**src/rtl/mips_pkg.sv**
```systemverilog
// Shared definitions for the five-stage MIPS core: ALU function codes,
// the zero register number and the ID/EX pipeline register layout.
package mips_pkg;

    localparam logic [5:0] ALU_ADD = 6'b000000;
    localparam logic [5:0] ALU_SUB = 6'b000001;
    localparam logic [5:0] ALU_AND = 6'b011000;
    localparam logic [5:0] ALU_OR  = 6'b011110;
    localparam logic [5:0] ALU_XOR = 6'b010110;
    localparam logic [5:0] ALU_NOR = 6'b010001;
    localparam logic [5:0] ALU_SLL = 6'b100000;
    localparam logic [5:0] ALU_SRL = 6'b100001;
    localparam logic [5:0] ALU_SRA = 6'b100011;
    localparam logic [5:0] ALU_EQ  = 6'b110011;
    localparam logic [5:0] ALU_LT  = 6'b110101;

    localparam logic [4:0] REG_ZERO = 5'd0;

    typedef struct packed {
        logic        valid;
        logic        wr_en;
        logic        is_load;
        logic [4:0]  wr_addr;
        logic [4:0]  rs;
        logic [4:0]  rt;
        logic [31:0] rs_data;
        logic [31:0] rt_data;
        logic [31:0] imm;
        logic [4:0]  shamt;
        logic        alu_src;
        logic        shamt_src;
        logic [5:0]  alufun;
        logic        sign;
    } ex_regs_t;

    // A bubble keeps the datapath fields but can never write or be seen as a load.
    function automatic ex_regs_t make_bubble(input ex_regs_t r);
        ex_regs_t b;
        b         = r;
        b.valid   = 1'b0;
        b.wr_en   = 1'b0;
        b.is_load = 1'b0;
        return b;
    endfunction

endpackage

```
**src/rtl/fwd_mux.sv**
```systemverilog
// Operand forwarding: EX/MEM result wins over MEM/WB, which wins over the
// register-file value; register 0 always reads its raw value.
module fwd_mux
    import mips_pkg::*;
(
    input  logic [4:0]  reg_num,
    input  logic [31:0] reg_data,
    input  logic        exm_wr_en,
    input  logic [4:0]  exm_wr_addr,
    input  logic [31:0] exm_data,
    input  logic        mwb_wr_en,
    input  logic [4:0]  mwb_wr_addr,
    input  logic [31:0] mwb_data,
    output logic [31:0] fwd_data
);

    always_comb begin
        fwd_data = reg_data;
        if (reg_num != REG_ZERO) begin
            if (exm_wr_en && (exm_wr_addr == reg_num)) begin
                fwd_data = exm_data;
            end else if (mwb_wr_en && (mwb_wr_addr == reg_num)) begin
                fwd_data = mwb_data;
            end
        end
    end

endmodule

```
**src/rtl/id_ex_stage.sv**
```systemverilog
// ID/EX pipeline register with stall, flush and load-use bubbles, plus
// forwarded ALU operand selection feeding the combinational ALU.
module id_ex_stage
    import mips_pkg::*;
(
    input  logic        clk,
    input  logic        rst_n,
    input  logic        id_valid,
    input  logic [4:0]  id_rs,
    input  logic [4:0]  id_rt,
    input  logic [31:0] id_rs_data,
    input  logic [31:0] id_rt_data,
    input  logic [31:0] id_imm,
    input  logic [4:0]  id_shamt,
    input  logic        id_alu_src,
    input  logic        id_shamt_src,
    input  logic [5:0]  id_alufun,
    input  logic        id_sign,
    input  logic        id_wr_en,
    input  logic [4:0]  id_wr_addr,
    input  logic        id_is_load,
    input  logic        stall,
    input  logic        flush,
    input  logic        exm_wr_en,
    input  logic [4:0]  exm_wr_addr,
    input  logic [31:0] exm_data,
    input  logic        mwb_wr_en,
    input  logic [4:0]  mwb_wr_addr,
    input  logic [31:0] mwb_data,
    output logic [31:0] alu_a,
    output logic [31:0] alu_b,
    output logic [5:0]  alu_fun,
    output logic        alu_sign,
    output logic        ex_valid,
    output logic        ex_wr_en,
    output logic        ex_is_load,
    output logic [4:0]  ex_wr_addr,
    output logic [31:0] ex_store_data,
    output logic        hazard
);

    // Flow control: ex_valid marks a real instruction in EX. stall holds the
    // stage (forwarding still live); hazard asks decode to hold while a bubble
    // is inserted; flush squashes whatever would enter EX this edge.
    ex_regs_t    ex_q;
    ex_regs_t    id_d;
    logic [31:0] fwd_rs;
    logic [31:0] fwd_rt;

    always_comb begin
        id_d           = '0;
        id_d.valid     = id_valid;
        id_d.wr_en     = id_wr_en;
        id_d.is_load   = id_is_load;
        id_d.wr_addr   = id_wr_addr;
        id_d.rs        = id_rs;
        id_d.rt        = id_rt;
        id_d.rs_data   = id_rs_data;
        id_d.rt_data   = id_rt_data;
        id_d.imm       = id_imm;
        id_d.shamt     = id_shamt;
        id_d.alu_src   = id_alu_src;
        id_d.shamt_src = id_shamt_src;
        id_d.alufun    = id_alufun;
        id_d.sign      = id_sign;
    end

    assign hazard = ex_q.valid && ex_q.is_load && (ex_q.wr_addr != REG_ZERO) &&
                    id_valid && ((id_rs == ex_q.wr_addr) || (id_rt == ex_q.wr_addr));

    always_ff @(posedge clk) begin
        if (!rst_n) begin
            ex_q <= '0;
        end else if (flush) begin
            ex_q <= make_bubble(id_d);
        end else if (stall) begin
            ex_q <= ex_q;
        end else if (hazard) begin
            ex_q <= make_bubble(id_d);
        end else begin
            ex_q <= id_d;
        end
    end

    fwd_mux u_fwd_rs (
        .reg_num     (ex_q.rs),
        .reg_data    (ex_q.rs_data),
        .exm_wr_en   (exm_wr_en),
        .exm_wr_addr (exm_wr_addr),
        .exm_data    (exm_data),
        .mwb_wr_en   (mwb_wr_en),
        .mwb_wr_addr (mwb_wr_addr),
        .mwb_data    (mwb_data),
        .fwd_data    (fwd_rs)
    );

    fwd_mux u_fwd_rt (
        .reg_num     (ex_q.rt),
        .reg_data    (ex_q.rt_data),
        .exm_wr_en   (exm_wr_en),
        .exm_wr_addr (exm_wr_addr),
        .exm_data    (exm_data),
        .mwb_wr_en   (mwb_wr_en),
        .mwb_wr_addr (mwb_wr_addr),
        .mwb_data    (mwb_data),
        .fwd_data    (fwd_rt)
    );

    assign alu_a         = ex_q.shamt_src ? {27'b0, ex_q.shamt} : fwd_rs;
    assign alu_b         = ex_q.alu_src ? ex_q.imm : fwd_rt;
    assign ex_store_data = fwd_rt;
    assign alu_fun       = ex_q.alufun;
    assign alu_sign      = ex_q.sign;
    assign ex_valid      = ex_q.valid;
    assign ex_wr_en      = ex_q.wr_en;
    assign ex_is_load    = ex_q.is_load;
    assign ex_wr_addr    = ex_q.wr_addr;

endmodule

```
**config.mk**
```make
export PLATFORM = sky130hd
export DESIGN_NAME = id_ex_stage
export DESIGN_NICKNAME = d
export VERILOG_FILES = /design/src/rtl/mips_pkg.sv /design/src/rtl/fwd_mux.sv /design/src/rtl/id_ex_stage.sv
export SDC_FILE = /design/constraint.sdc
export NUM_CORES = 1
export LEC_CHECK = 0
export CORE_MARGIN = 1.5
export CORE_UTILIZATION = 44
export CTS_CLUSTER_SIZE = 30
export DETAILED_ROUTE_END_ITERATION = 6
export PLACE_DENSITY_LB_ADDON = 0.15
export SLEW_MARGIN = 0
export SYNTH_ARGS = -nofsm -noshare
export SYNTH_HDL_FRONTEND = slang
export SYNTH_HIERARCHICAL = 1
export SYNTH_SLANG_ARGS = --single-unit
```
**constraint.sdc**
```tcl
create_clock -name clk -period 5.8 [get_ports clk]
set_input_delay 0.58 -clock clk [delete_from_list [all_inputs] [get_ports clk]]
set_output_delay 0.58 -clock clk [all_outputs]
set_load 0.005 [all_outputs]
```
Yosys cells after proc, flatten, opt, wreduce, memory -nomap -nowiden --
Cells that the tools add are included.
Cells by class: equal/unequal tests 7, mux-type cells 11, bitwise logic cells 1, reduce and logical (&&, ||, !) cells 13
Operators with widths (count):
- 2-to-1 mux 32 bit | 8
- 2-to-1 mux 125 bit | 2
- 2-to-1 mux 128 bit | 1
- == test 5 bit | 6
- nonzero test 5 bit | 3
- logical AND 1 bit | 8
- inequality test 2 x 1 -> 1 bit, second input constant | 1
- OR reduction 2 bit | 1
- logical OR 1 bit | 1
- inverter 1 bit | 1
Word-level totals: flip-flop bits (word level) 128, input bits 208, output and inout port bits 112, word-level logic and storage cells 46

Depth between registers and ports, before layout --
Gate-level depths: netlist of the first run.
word-level depth 7, gate-level depth with buffers 8, gate-level depth less buffers 6

By module --
The synthesis of the first run kept the hierarchy.
Modules (own cells, without submodules):
- id_ex_stage | times used 1, cells an instance 662, area an instance 5596.6 um2, sequential area each 2562.5 um2
- fwd_mux | times used 2, cells an instance 98, area an instance 922.1 um2, sequential area each 0.0 um2

Worst setup path after synthesis of the first run --
OpenSTA, ideal clock, no wires.
path kind input-to-output, from input exm_wr_addr[1], to output alu_b[0], arrival time 2.034 ns, data required time 5.220 ns, path slack 3.186 ns, stages 8, path buffers 2, cells stage by stage xnor2_1 -> nand4_1 -> or3_1 -> buf_6 -> clkbuf_1 -> o22ai_1 -> a2bb2oi_2 -> mux2_2
On the way: cells in the longest elaborated chain, start to end 5
Ends and longest elaborated chain:
- start, declared | RTL line id_ex_stage.sv:25 | input logic [4:0] exm_wr_addr,
- == test 5 bit | RTL line fwd_mux.sv:20 | if (exm_wr_en && (exm_wr_addr == reg_num)) begin
- logical AND 1 bit | RTL line fwd_mux.sv:20
- 2-to-1 mux 32 bit | RTL line fwd_mux.sv:20
- 2-to-1 mux 32 bit | RTL line fwd_mux.sv:19 | if (reg_num != REG_ZERO) begin
- named net ex_store_data[0] | RTL line id_ex_stage.sv:38 | output logic [31:0] ex_store_data,
- 2-to-1 mux 32 bit | RTL line id_ex_stage.sv:110 | assign alu_b = ex_q.alu_src ? ex_q.imm : fwd_rt;
- end, declared | RTL line id_ex_stage.sv:31 | output logic [31:0] alu_b,
The timed path passes the listed nets, and every way through them passes these cells.

Worst setup path in the final report of the first run --
from input exm_wr_addr[1], to output alu_a[16]
On the way: cells in the longest elaborated chain, start to end 5
Ends and longest elaborated chain:
- == test 5 bit | RTL line fwd_mux.sv:20
- logical AND 1 bit | RTL line fwd_mux.sv:20
- 2-to-1 mux 32 bit | RTL line fwd_mux.sv:20
- 2-to-1 mux 32 bit | RTL line fwd_mux.sv:19
- named net fwd_rs[16] | RTL line id_ex_stage.sv:47 | logic [31:0] fwd_rs;
- 2-to-1 mux 32 bit | RTL line id_ex_stage.sv:109 | assign alu_a = ex_q.shamt_src ? {27'b0, ex_q.shamt} : fwd_rs;
- end, declared | RTL line id_ex_stage.sv:30 | output logic [31:0] alu_a,
The timed path passes the listed nets, and every way through them passes these cells.

==> impl_results.md, run 1 <==
* Switching share of power at 0.246
* Gr usage total at 0.278
* CTS tree: built
* Finished Layout Cells at 1354
* Worst path slowest cell: a21boi_4
* Die width at 133 um
* Critical path capture point type: primary output
* Final period utilization at 0.755
* Fin. Hold Viols at 0
* Reg power frac at 0.361
* Crit Path Class: in -> out
* Syn_area_per_cell at 8.67 um2
* WP data arrival at 3.80 ns
* Seq/Total Area, Yosys at 0.344
* Slowest stage delay, CP at 0.60 ns
* Yosys top cell by area: dfxtp_1
* Syn-to-layout area delta at 50.6%
* CP Data Required Time at 5.22 ns
* Crit path max-delay family: buffers and inverters
* DP Cell Count at 1319
* CP Cell Sequence: clkdlybuf4s50_1 -> xnor2_1 -> nand4_1 -> or3_1 -> buf_4 -> a21boi_4 -> buf_12 -> a2bb2oi_2 -> nor2b_1 -> clkdlybuf4s50_1
* Avg WL per Cell at 18.4 um
* Share of the synthesized area in the top cell type at 0.344
* Cts repair resizes at 0
* Setup TNS at 0 ns
* PortBufs at 319
* CTS Hold Bufs at 0
* Hold slack final at 0.446 ns
* Reg-to-reg slack, setup at 4.37 ns
* Hold Crit Endpoint: ex_q[38]$_SDFFE_PN0P_
* Synthesized flop and latch total at 128
* PwrDens at 244 nW/um2
* Internal Power at 2.06 mW
* First-pass GRT wire length at 38500 um
* Largest net degree at the start of global routing at 128
* Final ANT Viol Nets at 0
* Share of cells above drive strength 1 at 0.134
* Worst clock skew at 0.00125 ns
* Clock latency at the later pin of the worst-skew pair at 0.41 ns
* Grt ovf at 0
* Synth warnings at 6
* Vias in the first global route at 7074
* Antenna violations before repair at 4
* Crit Path Max Fanout at 33
* Part of the power in the clock network at 0.417
* TritonCTS buffer count at 17
* Clock Sinks at 128
* DRT Pass-1 Iters at 4
* Hold_sp: ex_q[38]$_SDFFE_PN0P_
* Final setup fails at 0
* Largest cells by area after synthesis: dfxtp_1, nand2_1, a21boi_1, a2bb2oi_2, mux2_2
* Worst reg2reg startpoint: ex_wr_addr[0]$_SDFFE_PN0P_
* DP Wirelength at 17500 um
* Starting DRC count in detailed routing at 349
* Post-synthesis cell area at 7440 um2
* Unrepaired setup endpoints after global routing: no
* Buf/Inv on CP at 4
* Final Net Count at 1326
* Die height at 133 um
* Starting Density at 0.450
* MaxCap Viol Count at 0
* Post-synthesis cell type count at 33
* Setup repair bufs after CTS at 0
* Slew margin rel. at 0.184
* Std-Cell Rows at 47
* Status: finished, final reports clean
* Worst Setup Start Kind: input pin
* Die Area at 17700 um2
* Gate power share at 0.222
* Post-synthesis cell count at 858
* DRC violations left at 0
* Clock tree buffer depth at 2
* H-tree depth at 4
* Crit-path most repeated cell: clkdlybuf4s50_1
* Core area at 16500 um2
* Worst hold stages at 2
* Fmax at 228 MHz
* Sw power at 0.672 mW
* CTS root buffer: clkbuf_16
* Routed WL at 24900 um
* Vias at 7162
* Worst r2r dst: ex_valid$_SDFFE_PP0N_
* Reg clk slew, reported paths at 0.05 ns
* Reg2Reg Depth at 4
* Slew Viols, Final at 0
* Fill count at 1361
* Worst VDD drop at 0.000219 V
* Pleak at 4.31 nW
* Vias/cell at 5.29
* Final min period at 4.38 ns
* Syn nets at 1066
* Hold crit path type: reg -> reg
* Slew @ Worst Pin at 1.22 ns
* Routability cong. at 0.900
* Number of I/O pins at 320
==> cell usage in the layout, fill, tap and decap left out, types with 3 or more instances in the layout <==
cell type,Yosys,layout
clkbuf_16,0,17
clkbuf_8,0,3
o21ai_1,3,3
nand2_1,256,254
clkinv_2,0,5
a32oi_1,3,3
bufinv_16,0,4
diode_2,0,3
nand3b_1,3,3
xnor2_1,20,20
dfxtp_1,128,126
a2bb2oi_2,60,60
a21boi_1,125,125
o22ai_1,65,65
mux2_2,37,37
xor2_1,10,10
buf_4,18,8
clkdlybuf4s50_1,0,318
nor2b_1,29,28
nor3b_1,3,3
==> per-stage QoR <==
stage | util | worst slack, ns | instance area, um2 | power, mW
finish | 0.678 | 1.42 | 11200 | 2.73
global route | 0.678 | 1.24 | 11200 | 2.84
CTS | 0.678 | 1.40 | 11200 | 2.76
detailed placement | 0.639 | 1.41 | 10600 | 1.61
global placement | 0.639 | 1.46 | 10600 | 1.61
floorplan | - | 3.19 | 7440 | 1.28
==> registers in the layout, indices dropped and copies added, names as in the netlist <==
signal      count
ex_q          113
ex_valid        1
alu_fun         6
ex_is_load      1
alu_sign        1
ex_wr_en        1
ex_wr_addr      5
==> cell families after synthesis <==
group | count (synthesis) | synth area share
buf+inv | 89 | 0.0649
xor+xnor | 30 | 0.0353
flops | 128 | 0.344
compound gates | 265 | 0.324
simple gates | 309 | 0.176
mux | 37 | 0.0560
==> Yosys cell counts <==
master,count
a21boi_1,125
a21boi_4,2
a2bb2oi_1,2
a2bb2oi_2,60
a32oi_1,3
and2_0,2
and2b_2,1
buf_2,17
buf_4,18
buf_6,8
clkbuf_1,44
dfxtp_1,128
inv_1,2
mux2_2,37
nand2_1,256
nand2b_1,2
nand3_1,2
nand3b_1,3
nand4_1,2
nor2_1,2
nor2b_1,29
nor3_1,2
nor3b_1,3
nor4_2,2
o2111ai_2,1
o21ai_1,3
o22ai_1,65
o2bb2a_1,2
o311ai_2,2
or3_1,2
or4_1,1
xnor2_1,20
xor2_1,10
==> worst min-delay path, cell delays in order (launching register included) <==
cell and delay (ns):
dfxtp_1 0.30, nand2_1 0.05, a21boi_1 0.05
==> final cells by class <==
cell class	instances	area, um2	share of cell area
clock buffers	21	470	0.0420
well taps	220	275	0.0246
flip-flops and latches	128	2560	0.229
diodes	3	7.51	0.000670
multi-input cells	641	4440	0.396
repair buffers	328	3280	0.293
inverters	2	7.51	0.000670
clock inverters	11	160	0.0143
==> power groups by stage <==
stage	Combinational (mW)	Clock [mW]	Sequential [mW]
finish	0.608	1.14	0.986
detailed placement	0.607	0	1.00
CTS	0.611	1.16	0.986
floorplan	0.291	0	0.984
global placement	0.603	0	1.00
global route	0.652	1.19	0.994
==> routing by layer <==
layer | track usage | up-vias | part of all wire | wire [um]
met5 | 0 | - | 0 | 0
met1 | 0.331 | 3350 | 0.42 | 10400
li1 | - | 3506 | - | -
met4 | 0.100 | 0 | 0.025 | 610
met2 | 0.474 | 269 | 0.49 | 12100
met3 | 0.0824 | 37 | 0.074 | 1830
==> worst max-delay path by stage <==
stage | from | end | cells after the start
floorplan | exm_wr_addr[1] | alu_b[0] | 8
global placement | exm_wr_addr[1] | alu_a[16] | 10
detailed placement | exm_wr_addr[4] | alu_a[26] | 10
CTS | exm_wr_addr[4] | alu_a[26] | 10
global route | exm_wr_addr[4] | alu_a[16] | 10
finish | exm_wr_addr[1] | alu_a[16] | 10
(Power assumes the default switching activity.)
==> inputs of run 2 (changes only) <==
--- a/config.mk
+++ b/config.mk
@@ -6,7 +6,7 @@
 export NUM_CORES = 1
 export LEC_CHECK = 0
 export CORE_MARGIN = 1.5
-export CORE_UTILIZATION = 44
+export CORE_UTILIZATION = 39
 export CTS_CLUSTER_SIZE = 30
 export DETAILED_ROUTE_END_ITERATION = 6
 export PLACE_DENSITY_LB_ADDON = 0.15
==> constraint.sdc (replaced) <==
create_clock -name clk -period 3.9 [get_ports clk]
set_input_delay 0.39 -clock clk [delete_from_list [all_inputs] [get_ports clk]]
set_output_delay 0.39 -clock clk [all_outputs]
set_load 0.005 [all_outputs]
==> run 2 against run 1 <==
  * Clock power is 50% higher
  * Largest cell class unchanged
  * Flip-flop and latch count stayed put
  * Highest routed layer unchanged
  * Critical path depth is 1 lower
==> impl_results.md, run 2 (synthesis gave the netlist of run 1 again) <==
* Status: finished, final reports clean
* Reg2Reg Depth at 4 (unchanged)
* Number of flip-flops in the largest register at 113 (unchanged)
* Clock tree buffer depth at 2 (unchanged)
* DP Worst Slack at 0.291 ns (-1.12 ns)
* CTS root buffer: clkbuf_16
* Buf/Inv on CP at 3 (-1)
* Met1 Track Usage GR at 0.326 (-0.00563)
* Antenna violations before repair at 1 (-3)
* Fin. Hold Viols at 0 (unchanged)
* PwrDens at 363 nW/um2 (+49%)
* Slew @ Worst Pin at 0.979 ns (-0.242 ns)
* Crit Path Max Fanout at 32 (-3.0%)
* Final core occ at 0.603 (-0.0748)
* DP Wirelength at 17800 um (+1.6%)
* CP Data Required Time at 3.51 ns (-1.71 ns)
* DRC violations left at 0 (unchanged)
* Slew Viols, Final at 0 (unchanged)
* Routability cong. at 0.895 (-0.51%)
* Hold Crit Endpoint: ex_q[34]$_SDFFE_PN0P_
* Starting Density at 0.398 (-0.0525)
* DRT Pass-1 Iters at 4 (unchanged)
* Setup repair bufs after CTS at 0 (unchanged)
* Crit path max-delay family: buffers and inverters
* WP data arrival at 3.25 ns (-0.55 ns)
* Final ANT Viol Nets at 0 (unchanged)
* Critical path capture point type: primary output
* Unrepaired setup endpoints after global routing: no
* Number of I/O pins at 320 (unchanged)
* GR Util met3 at 0.0632 (-0.0192)
* Cts repair resizes at 0 (unchanged)
* Most common cell after layout, fill and taps aside: clkdlybuf4s50_1
* Worst Setup Start Kind: input pin
* Core area at 18700 um2 (+13%)
* Vias/cell at 5.24 (-0.96%)
* Final period utilization at 0.934
* Hold_sp: ex_q[34]$_SDFFE_PN0P_
* Slew margin rel. at 0.347 (+0.163)
* TritonCTS buffer count at 17 (unchanged)
* Die height at 141 um (+6.1%)
* CP Cell Sequence: clkdlybuf4s50_1 -> xnor2_1 -> nand4_1 -> or3_2 -> buf_4 -> o22ai_1 -> a2bb2oi_2 -> mux2_2 -> clkdlybuf4s50_1
* Hold slack final at 0.443 ns (-0.00296 ns)
* Worst r2r dst: ex_wr_en$_SDFFE_PP0N_
* GR peak layer: met2
* Vias in the first global route at 7051 (-0.33%)
* Commonest non-fill, non-tap cells in the layout: clkdlybuf4s50_1, nand2_1, dfxtp_1
* Slowest stage delay, CP at 0.52 ns (-0.08 ns)
* Clock Sinks at 128 (unchanged)
* Fmax at 274 MHz
* Avg WL per Cell at 18.8 um (+2.3%)
* CTS tree: built
* Crit Path Class: in -> out
* First-pass GRT wire length at 39600 um (+3.1%)
* Die Area at 19900 um2 (+13%)
* Top reg by flops: ex_q
* Worst hold stages at 2 (unchanged)
* M2 GR Usage at 0.422 (-0.0516)
* Gr usage total at 0.257 (-0.0212)
* Die width at 141 um (+6.1%)
* Routed WL at 25700 um (+3.5%)
* Worst VDD drop at 0.000336 V (+54%)
* Vias at 7177 (+0.21%)
* PortBufs at 319 (unchanged)
* MaxCap Viol Count at 0 (unchanged)
* Syn-to-layout area delta at 51.6%
* Starting DRC count in detailed routing at 292 (-16%)
* H-tree depth at 4 (unchanged)
* Pleak at 4.34 nW (+0.82%)
* Reg-to-reg slack, setup at 2.46 ns (-1.91 ns)
* Worst clock skew at 0.00305 ns (+0.00180 ns)
* Reg clk slew, reported paths at 0.06 ns (about the same)
* Fin worst setup slack at 0.257 ns (-1.16 ns)
* Worst reg2reg startpoint: ex_wr_addr[0]$_SDFFE_PN0P_
* Setup TNS at 0 ns (unchanged)
* Std-Cell Rows at 50 (+6.4%)
* Final setup fails at 0 (unchanged)
* Clock latency at the later pin of the worst-skew pair at 0.42 ns (about the same)
* Share of cells above drive strength 1 at 0.140 (+0.00569)
* Largest net degree at the start of global routing at 81 (-37%)
* Final Net Count at 1330 (+0.30%)
* Hold crit path type: reg -> reg
* CTS Hold Bufs at 0 (unchanged)
* Worst path slowest cell: clkdlybuf4s50_1
* Final min period at 3.64 ns
* Grt ovf at 0 (unchanged)
* Crit-path most repeated cell: clkdlybuf4s50_1
run 2: cell count changes in the layout (fill, tap and decap cells not counted), sizes merged:
cell / delta
buf: +4
clkinv: +3
clkbuf: -2
diode: -2
clkinvlp: -1
run 2: layout make-up:
| class | instances | area (um2) |
|---|---|---|
| repair buffers | 332 | 3340 |
| inverters | 2 | 7.51 |
| flip-flops and latches | 128 | 2560 |
| diodes | 1 | 2.50 |
| clock buffers | 19 | 453 |
| well taps | 234 | 293 |
| fillers | 1691 | 7420 |
| multi-input cells | 641 | 4440 |
| clock inverters | 13 | 186 |
run 2: how the worst max path moves through the flow:
stage / from / to / slack (ns) / cells past startpoint
floorplan: exm_wr_addr[1] / alu_b[0] / 1.67 / 8
global placement: exm_wr_addr[1] / alu_b[17] / 0.34 / 9
detailed placement: exm_wr_addr[1] / alu_b[19] / 0.29 / 9
CTS: ex_q[111]$_SDFFE_PN0P_ / alu_b[19] / 0.28 / 8
global route: ex_q[111]$_SDFFE_PN0P_ / alu_b[30] / 0.15 / 8
finish: exm_wr_addr[1] / alu_b[17] / 0.26 / 9
run 2: worst register-to-register path, cell delays in order, from the launching register on:
cell       delay, ns
dfxtp_1         0.37
or4_1           0.56
o2111ai_2       0.26
a32oi_1         0.09
o21ai_1         0.09
run 2: metal layers:
metal	share of wire	vias up	routed length (um)
li1	-	3516	-
met1	0.44	3380	11300
met2	0.47	249	12100
met3	0.070	32	1790
met4	0.023	0	579
met5	0	-	0
run 2: power by group:
group	switching, mW	leakage, nW	internal [mW]	total [mW]
Combinational	0.351	2.97	0.563	0.914
Sequential	0.0753	1.06	1.39	1.47
Clock	0.610	0.313	1.10	1.71
Total	1.04	4.34	3.06	4.10
run 2: per-stage QoR:
step | cell area [um2] | cells | total power, mW
2_1_floorplan | 7440 | 858 | 1.90
3_3_place_gp | 10600 | 1337 | 2.41
3_5_place_dp | 10600 | 1337 | 2.41
4_1_cts | 11300 | 1369 | 4.14
5_1_grt | 11300 | 1370 | 4.27
6_report | 11300 | 1370 | 4.10
==> inputs of run 3 (changes only) <==
--- a/config.mk
+++ b/config.mk
@@ -5,13 +5,15 @@
 export SDC_FILE = /design/constraint.sdc
 export NUM_CORES = 1
 export LEC_CHECK = 0
+export CELL_PAD_IN_SITES_DETAIL_PLACEMENT = 0
+export CELL_PAD_IN_SITES_GLOBAL_PLACEMENT = 1
 export CORE_MARGIN = 1.5
-export CORE_UTILIZATION = 39
+export CORE_UTILIZATION = 28
+export CTS_CLUSTER_DIAMETER = 150
 export CTS_CLUSTER_SIZE = 30
 export DETAILED_ROUTE_END_ITERATION = 6
 export PLACE_DENSITY_LB_ADDON = 0.15
 export SLEW_MARGIN = 0
 export SYNTH_ARGS = -nofsm -noshare
 export SYNTH_HDL_FRONTEND = slang
-export SYNTH_HIERARCHICAL = 1
 export SYNTH_SLANG_ARGS = --single-unit
==> run 3 against run 2 <==
  * Synthesized cell count up 22%
  * Total power down 3.8%
  * Synthesized area up 9.5%
  * Largest power group unchanged
  * Critical endpoint is now ex_store_data[2]
  * Maximum frequency up 3.6%
  * Sequential share of layout area down 1.6 points
  * Hold slack better by 0.019 ns
  * Clock power down 11%
==> impl_results.md, run 3 <==
* Status: finished, final reports clean
* Vias at 8351 (+16%)
* CP Data Required Time at 3.51 ns (about the same)
* Largest net degree at the start of global routing at 118 (+46%)
* Critical path capture point type: primary output
* Hold slack final at 0.462 ns (+0.0189 ns)
* MaxCap Viol Count at 0 (unchanged)
* Fmax at 284 MHz (+3.6%)
* First-pass GRT wire length at 52200 um (+32%)
* Crit Path Max Fanout at 20 (-38%)
* Avg WL per Cell at 20.3 um (+7.9%)
* Clock Sinks at 128 (unchanged)
* Largest cells by area after synthesis: dfxtp_1, nand2_1, a21boi_0, mux2i_1, o2bb2ai_2
* Clock latency at the later pin of the worst-skew pair at 0.43 ns (about the same)
* Die height at 174 um (+23%)
* Antenna violations before repair at 3 (+2)
* Starting DRC count in detailed routing at 407 (+39%)
* Worst VDD drop at 0.000260 V (-22%)
* Most common cell after layout, fill and taps aside: clkdlybuf4s50_1
* PortBufs at 319 (unchanged)
* CTS tree: built
* Routed WL at 34400 um (+34%)
* Starting Density at 0.284 (-0.114)
* Fill count at 2953 (+75%)
* Reg clk slew, reported paths at 0.07 ns (about the same)
* Post-synthesis cell type count at 40 (+21%)
* Post-synth EDFFs at 0 (unchanged)
* Buf/Inv on CP at 2 (-1)
* H-tree depth at 4 (unchanged)
* Synth warnings at 0 (-6)
* DP Wirelength at 24400 um (+38%)
* Slew Viols, Final at 0 (unchanged)
* Worst clock skew at 0.00176 ns (-0.00129 ns)
* DP Cell Count at 1662 (+24%)
* Seq/Total Area, Yosys at 0.315 (-0.0297)
* Slew @ Worst Pin at 0.939 ns (-0.0404 ns)
* Final setup fails at 0 (unchanged)
* CP Cell Sequence: or4_4 -> nor2_4 -> nand3b_1 -> and2_2 -> buf_12 -> o2bb2ai_2 -> clkdlybuf4s50_1
* Slew margin rel. at 0.374 (+0.0270)
* Cts repair resizes at 0 (unchanged)
* Syn_area_per_cell at 7.81 um2 (-10%)
* Number of flip-flops in the largest register at 113 (unchanged)
* Unrepaired setup endpoints after global routing: no
* Die width at 174 um (+23%)
* Pleak at 4.78 nW (+10%)
* Crit Path Class: reg -> out
* CTS root buffer: clkbuf_16
* Top reg by flops: ex_q
* Prevailing post-synth register cell: dfxtp_1
* Synthesized flop and latch total at 128 (unchanged)
* Final ANT Viol Nets at 0 (unchanged)
* Hold crit path type: reg -> reg
* Share of cells above drive strength 1 at 0.0771 (-0.0630)
* Grt ovf at 0 (unchanged)
* Setup repair bufs after CTS at 0 (unchanged)
* Final Net Count at 1505 (+13%)
* Post-synthesis cell count at 1043 (+22%)
* DRT Pass-1 Iters at 4 (unchanged)
* Async set or reset register ratio after synthesis at 0 (unchanged)
* Worst Setup Start Kind: register
* Post-synthesis cell area at 8140 um2 (+9.5%)
* CTS Hold Bufs at 0 (unchanged)
* Syn-to-layout area delta at 48.8%
* Commonest non-fill, non-tap cells in the layout: clkdlybuf4s50_1, nand2_1, dfxtp_1
* PwrDens at 325 nW/um2 (-10%)
* Final period utilization at 0.902 (-0.0321)
* Crit path max-delay family: simple AND/OR/NAND/NOR gates
* Core area at 28700 um2 (+53%)
* Syn nets at 1251 (+17%)
* Slowest stage delay, CP at 0.56 ns (+0.04 ns)
* Vias in the first global route at 8411 (+19%)
* Worst path slowest cell: or4_4
* Gr usage total at 0.227 (-0.0296)
* Fin. Hold Viols at 0 (unchanged)
* Top cells by count, synth: nand2_1, dfxtp_1, a21boi_0, clkbuf_1, mux2i_1
* Setup TNS at 0 ns (unchanged)
* Top-count cell post-synth: nand2_1
* Finished Layout Cells at 1696 (+24%)
* WP data arrival at 3.13 ns (-0.12 ns)
* Number of I/O pins at 320 (unchanged)
* DRC violations left at 0 (unchanged)
* Vias/cell at 4.92 (-6.0%)
* Share of the synthesized area in the top cell type at 0.315 (-0.0297)
* Routability cong. at 0.810 (-9.5%)
* Clock tree buffer depth at 2 (unchanged)
* Final min period at 3.52 ns (-0.125 ns)
* TritonCTS buffer count at 17 (unchanged)
* Tot Pwr at 3.94 mW (-3.8%)
* Yosys top cell by area: dfxtp_1
* Std-Cell Rows at 62 (+24%)
* Die Area at 30100 um2 (+51%)
[run 3: cell count changes in the layout (fill, tap and decap cells not counted), moves of 60 or more]
| cell | previous run | this run |
|---|---|---|
| a2bb2oi_2 | 60 | 0 |
| a21boi_1 | 125 | 0 |
| nor3_1 | 2 | 62 |
| mux2i_1 | 0 | 64 |
| o22ai_1 | 65 | 0 |
| a21boi_0 | 0 | 125 |
[run 3: power breakdown]
group / internal (mW) / switching [mW] / leakage (nW)
Clock: 0.822 / 0.703 / 0.251
Combinational: 0.532 / 0.412 / 3.47
Sequential: 1.39 / 0.0813 / 1.06
[run 3: tightest hold or removal path: stages, from the launching register on]
cell      delay [ns]
dfxtp_1         0.31
nand2_1         0.05
a21boi_0        0.06
[run 3: cells by family after synthesis]
group | after synthesis | share of synthesized area
AOI/OAI and AO/OA | 262 | 0.264
DFF | 128 | 0.315
and+or+nand+nor | 414 | 0.232
xor gates and xnor gates | 27 | 0.0290
buffers and inverters | 148 | 0.0813
muxes | 64 | 0.0787
[run 3: stage by stage]
stage	util	instance area, um2	worst slack [ns]
final	0.422	12100	0.382
after global routing	0.422	12100	0.275
after CTS	0.422	12100	0.343
after floorplan	-	8140	1.78
after global placement	0.403	11600	0.516
after detailed placement	0.403	11600	0.508
[run 3: worst paths after layout]
kind / slack [ns] / end / startpoint / cells past startpoint
min reg2reg: 0.46 / ex_q[39]$_SDFFE_PN0P_ / ex_q[39]$_SDFFE_PN0P_ / 2
min: 0.46 / ex_q[39]$_SDFFE_PN0P_ / ex_q[39]$_SDFFE_PN0P_ / 2
max reg2reg: 2.43 / ex_q[8]$_SDFFE_PN0P_ / ex_q[8]$_SDFFE_PN0P_ / 3
max: 0.38 / ex_store_data[2] / ex_q[111]$_SDFFE_PN0P_ / 7
[run 3: routing by layer]
metal,vias up,part of all wire,GRT usage
met5,-,0.00038,0
met3,37,0.078,0.0656
met1,3905,0.44,0.289
li1,4130,-,-
met4,2,0.018,0.0681
met2,277,0.46,0.371
[run 3: layout make-up]
type / instances / area, um2 / share of cell area
Antenna cell: 2 / 5.00 / 0.000413
Clock buffer: 18 / 429 / 0.0354
Clock inverter: 14 / 111 / 0.00919
Inverter: 39 / 146 / 0.0121
Multi-Input combinational cell: 767 / 4960 / 0.409
Sequential cell: 128 / 2560 / 0.212
Tap cell: 384 / 480 / 0.0396
Timing Repair Buffer: 344 / 3430 / 0.283
